### src/rtl/cv32e41s_tbljmp_seq.sv
// Zcmt table-jump sequencer: fetches the jump-table entry for cm.jt/cm.jalt,
// produces the cleaned jump target and, for cm.jalt, the ra link write.
module cv32e41s_tbljmp_seq #(
  parameter int JVT_ADDR_WIDTH = 26
) (
  input  logic                      clk,
  input  logic                      rst_n,
  input  logic                      start_i,
  input  logic [JVT_ADDR_WIDTH-1:0] jvt_addr_i,
  input  logic [7:0]                jvt_index_i,
  input  logic [31:0]               pc_next_i,
  input  logic                      kill_i,
  output logic                      tbl_req_o,
  output logic [31:0]               tbl_addr_o,
  input  logic                      tbl_gnt_i,
  input  logic                      tbl_rvalid_i,
  input  logic [31:0]               tbl_rdata_i,
  input  logic                      tbl_err_i,
  output logic                      busy_o,
  output logic                      done_o,
  output logic [31:0]               target_o,
  output logic                      link_we_o,
  output logic [31:0]               link_wdata_o,
  output logic                      fault_o
);

  typedef enum logic [2:0] {IDLE, REQ, WAIT, DROP, DONE} state_e;

  state_e      state_q, state_d;
  logic [31:0] addr_q, pc_q, target_q, link_wdata_q;
  logic        link_q, killed_q;
  logic [31:0] addr_d;
  logic        start_acc, rsp_ok;

  // Base is aligned, so the index offset is a plain add that wraps at 2^32.
  assign addr_d    = {jvt_addr_i, {(32-JVT_ADDR_WIDTH){1'b0}}} + {22'd0, jvt_index_i, 2'b00};
  assign start_acc = start_i && (state_q == IDLE);
  assign rsp_ok    = (state_q == WAIT) && tbl_rvalid_i && !tbl_err_i && !kill_i;

  always_comb begin
    state_d = state_q;
    unique case (state_q)
      IDLE: if (start_i) state_d = REQ;
      REQ: begin
        if (tbl_gnt_i) state_d = (killed_q || kill_i) ? DROP : WAIT;
      end
      WAIT: begin
        if (kill_i)            state_d = tbl_rvalid_i ? IDLE : DROP;
        else if (tbl_rvalid_i) state_d = tbl_err_i ? IDLE : DONE;
      end
      DROP: if (tbl_rvalid_i) state_d = IDLE;
      DONE: state_d = IDLE;
      default: state_d = IDLE;
    endcase
  end

  always_ff @(posedge clk or negedge rst_n) begin
    if (!rst_n) begin
      state_q      <= IDLE;
      addr_q       <= '0;
      pc_q         <= '0;
      link_q       <= 1'b0;
      killed_q     <= 1'b0;
      target_q     <= '0;
      link_wdata_q <= '0;
    end else begin
      state_q <= state_d;
      if (start_acc) begin
        addr_q   <= addr_d;
        pc_q     <= pc_next_i;
        link_q   <= (jvt_index_i >= 8'd32);
        killed_q <= 1'b0;
      end else if (state_q == REQ && kill_i) begin
        killed_q <= 1'b1;
      end
      // Target and link value only change on a clean response so they hold outside DONE.
      if (rsp_ok) begin
        target_q     <= {tbl_rdata_i[31:1], 1'b0};
        link_wdata_q <= pc_q;
      end
    end
  end

  assign tbl_req_o    = (state_q == REQ);
  assign tbl_addr_o   = addr_q;
  assign busy_o       = (state_q != IDLE);
  assign done_o       = (state_q == DONE);
  assign link_we_o    = (state_q == DONE) && link_q;
  assign target_o     = target_q;
  assign link_wdata_o = link_wdata_q;
  assign fault_o      = (state_q == WAIT) && tbl_rvalid_i && tbl_err_i && !kill_i;

  // A start while a sequence is in flight must not disturb the captured entry address.
  a_start_ignored: assert property (@(posedge clk) disable iff (!rst_n)
    (start_i && state_q != IDLE) |=> (tbl_addr_o == $past(tbl_addr_o)));

endmodule

### config.mk
export PLATFORM = sky130hd
export DESIGN_NAME = cv32e41s_tbljmp_seq
export DESIGN_NICKNAME = d
export VERILOG_FILES = /design/src/rtl/cv32e41s_tbljmp_seq.sv
export SDC_FILE = /design/constraint.sdc
export NUM_CORES = 1
export LEC_CHECK = 0
export CAP_MARGIN = 10
export CORE_UTILIZATION = 28
export CTS_BUF_LIST = sky130_fd_sc_hd__clkbuf_8 sky130_fd_sc_hd__clkbuf_16
export DETAILED_ROUTE_END_ITERATION = 6
export GPL_TIMING_DRIVEN = 0
export PLACE_DENSITY = 0.59
export SYNTH_ARGS = -nofsm -noshare
export SYNTH_HDL_FRONTEND = slang
export SYNTH_SLANG_ARGS = --single-unit
### constraint.sdc
create_clock -name clk -period 1.47 [get_ports clk]
set_input_delay 0.294 -clock clk [delete_from_list [all_inputs] [get_ports clk]]
set_output_delay 0.294 -clock clk [all_outputs]
set_load 0.01 [all_outputs]
==> Flow_metrics.wiki <==
{| class="wikitable"
! Metric !! Value
|-
| Core region area || 18800 µm²
|-
| Nets || 769
|-
| DRC Markers || 0
|-
| I/O pin total || 206
|-
| Minimum clock period after layout || 1.76 ns
|-
| Critical Path Sink Type || primary output
|-
| Failing checks || setup timing
|-
| Width of the die || 141 µm
|-
| Max-slew headroom at the worst pin || 58.6%
|-
| Post-layout utilization of the core || 49.9%
|-
| GRT Residual Overflow || 0
|-
| Detailed-route wire length || 15200 µm
|-
| Hold Crit Class || in2reg
|-
| Critical register-to-register path startpoint || state_q[2]$_DFFE_PN0P_
|-
| Arrival time of the worst setup path || 1.47 ns
|-
| Number of warnings reported in the yosys synthesis log || 0
|-
| Reported leakage power || 4.58 nW
|-
| Fmax achieved || 568 MHz
|-
| Port buffer count || 201
|-
| Most area-hungry cell type in the Yosys netlist || dfrtp_1
|-
| Placer's final routability congestion estimate || 0.774
|-
| Crit start category || register
|-
| Reg clk slew, reported paths || 0.06 ns
|-
| Post-synthesis cell type count || 40
|-
| Proportion of layout cells with a drive suffix above 1 || 34.5%
|-
| Half-perimeter wire length after placement || 10100 µm
|-
| Endpoint of the lowest-slack register-to-register path || target_o[18]$_DFFE_PN0P_
|-
| # diodes || 0
|-
| Worst-case register-to-register setup slack || -0.29 ns
|-
| Worst ir drop on vdd || 898 µV
|-
| Total number of vias || 4082
|-
| Number of cells traversed by the worst register-to-register path || 7
|-
| Clock Root Buffer || clkbuf_16
|-
| Met3 capacity usage during global routing || 5.16%
|-
| Ordered list of cells on the worst path || buf_4, or3_1, buf_2
|-
| Vias/cell || 4.38
|-
| Endpoint of the most critical setup path || busy_o
|-
| Antenna violations before repair || 0
|-
| Synth top area share || 59.9%
|-
| First-iteration detailed-routing DRC count || 91
|-
| Sequential cell area fraction in the yosys report || 59.9%
|-
| Critical path type || reg2out
|-
| Top cells by area, synth || dfrtp_1, mux2_2, xor2_1, nand2_1, o21ai_0
|-
| CTS tree || yes
|-
| RSZ-0062 raised after global routing || yes
|-
| Number of detailed-route iterations in the first pass || 4
|-
| Share of the clock period used by the worst path || 120%
|-
| Clock Path Buffers || 2
|-
| Global-route wire length before repair || 23500 µm
|-
| Die area || 20000 µm²
|-
| Launch point of the worst path || state_q[1]$_DFFE_PN0P_
|-
| Pwr dens || 1830 nW/µm²
|-
| Vertical die dimension || 141 µm
|-
| Antenna Nets Post-Route || 0
|-
| Total GRT Usage || 15.5%
|-
| Post-placement setup slack || -0.917 ns
|-
| Slowest stage cell on the critical path || dfrtp_2
|-
| Number of setup violations in the final report || 133
|-
| Post-synthesis instance area || 5430 µm²
|-
| Final setup margin || -0.291 ns
|-
| Layout area overhead || 72.9%
|-
| Critical path data required time || 1.18 ns
|-
| Worst-Margin Slew || 0.621 ns
|-
| Final count of pins violating max slew || 0
|-
| Worst Path Max Fanout || 5
|-
| Total clock buffers created by CTS || 17
|-
| Synthesized instance count || 403
|-
| Final worst clock skew || 0.00733 ns
|-
| Hold Vio Cnt, Final || 0
|-
| CTS H-Tree Depth || 4
|-
| FF+latch count, synth || 130
|-
| Clock insertion delay at the later pin of the skew report || 0.41 ns
|-
| Effective utilization at floorplan || 28.9%
|-
| Sinks on the clock net || 130
|-
| Largest net degree at the start of global routing || 67
|-
| Met1 layer usage reported by global route || 19.4%
|-
| Average size of a mapped cell || 13.5 µm²
|-
| Layer with the highest usage || met2
|-
| Routed wirelength normalized by instance count || 16.3 µm
|-
| Run status || finished, violations left
|-
| Reported max-cap violation count || 0
|-
| Placement Rows || 50
|-
| Vias in the first global route || 4348
|-
| Global routing usage on met2 || 25.2%
|-
| Critical path's largest stage delay || 0.43 ns
|}
## layer usage
layer	wire, µm	part of all wire, %	vias to the layer above
met4	208	1.4	0
met1	6740	44	2011
met2	7440	49	142
met3	828	5.4	15
li1	-	-	1914
met5	0	0	-
## worst min path at each step
stage | from | to | depth (start not counted)
6_report | jvt_index_i[4] | tbl_addr_o[6]$_DFFE_PN0P_ | 3
5_1_grt | jvt_index_i[4] | tbl_addr_o[6]$_DFFE_PN0P_ | 3
4_1_cts | jvt_index_i[4] | tbl_addr_o[6]$_DFFE_PN0P_ | 3
3_5_place_dp | rst_n | target_o[28]$_DFFE_PN0P_ | 1
3_3_place_gp | tbl_addr_o[8]$_DFFE_PN0P_ | tbl_addr_o[8]$_DFFE_PN0P_ | 2
2_1_floorplan | rst_n | killed_q$_DFFE_PN0P_ | 0
## power breakdown
group	internal, mW	switching, mW
Combinational	4.03	2.45
Clock	2.72	1.72
Sequential	5.29	0.948
Total	12.0	5.12
## per-stage QoR
step	cell area [µm²]	TNS [ns]	std cells	hold WS [ns]	total power, mW
after global routing	9400	-37.16	932	0.221	18.2
after CTS	9100	-27.71	925	0.204	17.1
after detailed placement	8010	-89.86	867	0.333	12.5
after global placement	7980	-736.34	866	0.465	12.3
after floorplan	5640	-12.64	405	-0.00159	8.94
final	9400	-28.62	932	0.221	17.2
## flip-flops by register name (all words and copies together), names as in the netlist
signal        cells
killed_q          1
link_q            1
link_wdata_o     32
pc_q             32
state_q           3
target_o         31
tbl_addr_o       30
## worst max-delay path, delay by kind of cell (launching register included)
family | cells | cell delay [ns]
flip-flops | 1 | 0.43
buffers and inverters | 2 | 0.30
AND/OR/NAND/NOR | 1 | 0.32
## Yosys cell counts
master and number:
a21oi_1 3, or3_1 1, and2_1 2, inv_1 5, nor3_1 2, nand4_1 7, fa_1 1, o21ai_2 1
conb_1 1, mux2_2 95, and4_1 1, and3_2 1, xor2_1 21, nand3_1 9, xnor2_1 3, ha_1 4
o21bai_1 1, and3_1 4, o21ai_1 6, mux2_1 6, nor4_4 1, clkbuf_1 6, nor2_1 7, buf_2 12
o21ai_0 20, a2111oi_0 1, nor3b_1 2, nand2b_1 2, nand3b_1 2, buf_1 1, a21o_1 2, nor3_2 1
nand4_4 1, buf_4 3, a211oi_1 1, dfrtp_1 130, nand4b_1 1, and4_2 1, nand2_1 34, nor2_4 1
## repair_timing
action,CTS,global route
pin swaps,18,3
cloned,5,3
endpoints found under the hold margin,64,0
buffers inserted,22,5
setup endpoints to repair,226,151
hold buffers,1,0
gates resized for setup,201,61
## layout by cell type (no fill, tap or decap), types with 6 or more instances in the layout
cell	n
mux2_4	59
buf_6	11
clkdlybuf4s50_1	83
buf_4	22
o21ai_1	14
mux2_2	42
nand3_1	8
o21ai_2	7
nor2_1	6
buf_12	14
xor2_1	21
dfrtp_1	127
clkbuf_16	22
nand2_2	6
nand2_1	27
o21ai_0	6
dlymetal6s2s_1	19
nand4_1	7
dlygate4sd2_1	90
## layout make-up
type	count	area [µm²]
multi-input cells	248	2420
fillers	1668	9440
flip-flops and latches	130	3260
well taps	260	325
clock inverters	15	196
clock buffers	17	425
plain buffers	20	344
repair buffers	237	2410
inverters	5	18.8
## cells by family (layout without fill, tap and decap cells)
family / after synthesis / after routing / share of synthesized area, %
fa+ha+maj: 5 / 5 / 1.29
xor+xnor: 24 / 24 / 3.87
buf+inv: 27 / 294 / 2.35
simple gates: 80 / 80 / 8.06
other cells: 1 / 3 / 0.0690
compound gates: 35 / 35 / 3.55
mux: 101 / 101 / 20.9
flops: 130 / 130 / 59.9
(Power assumes the default switching activity.)
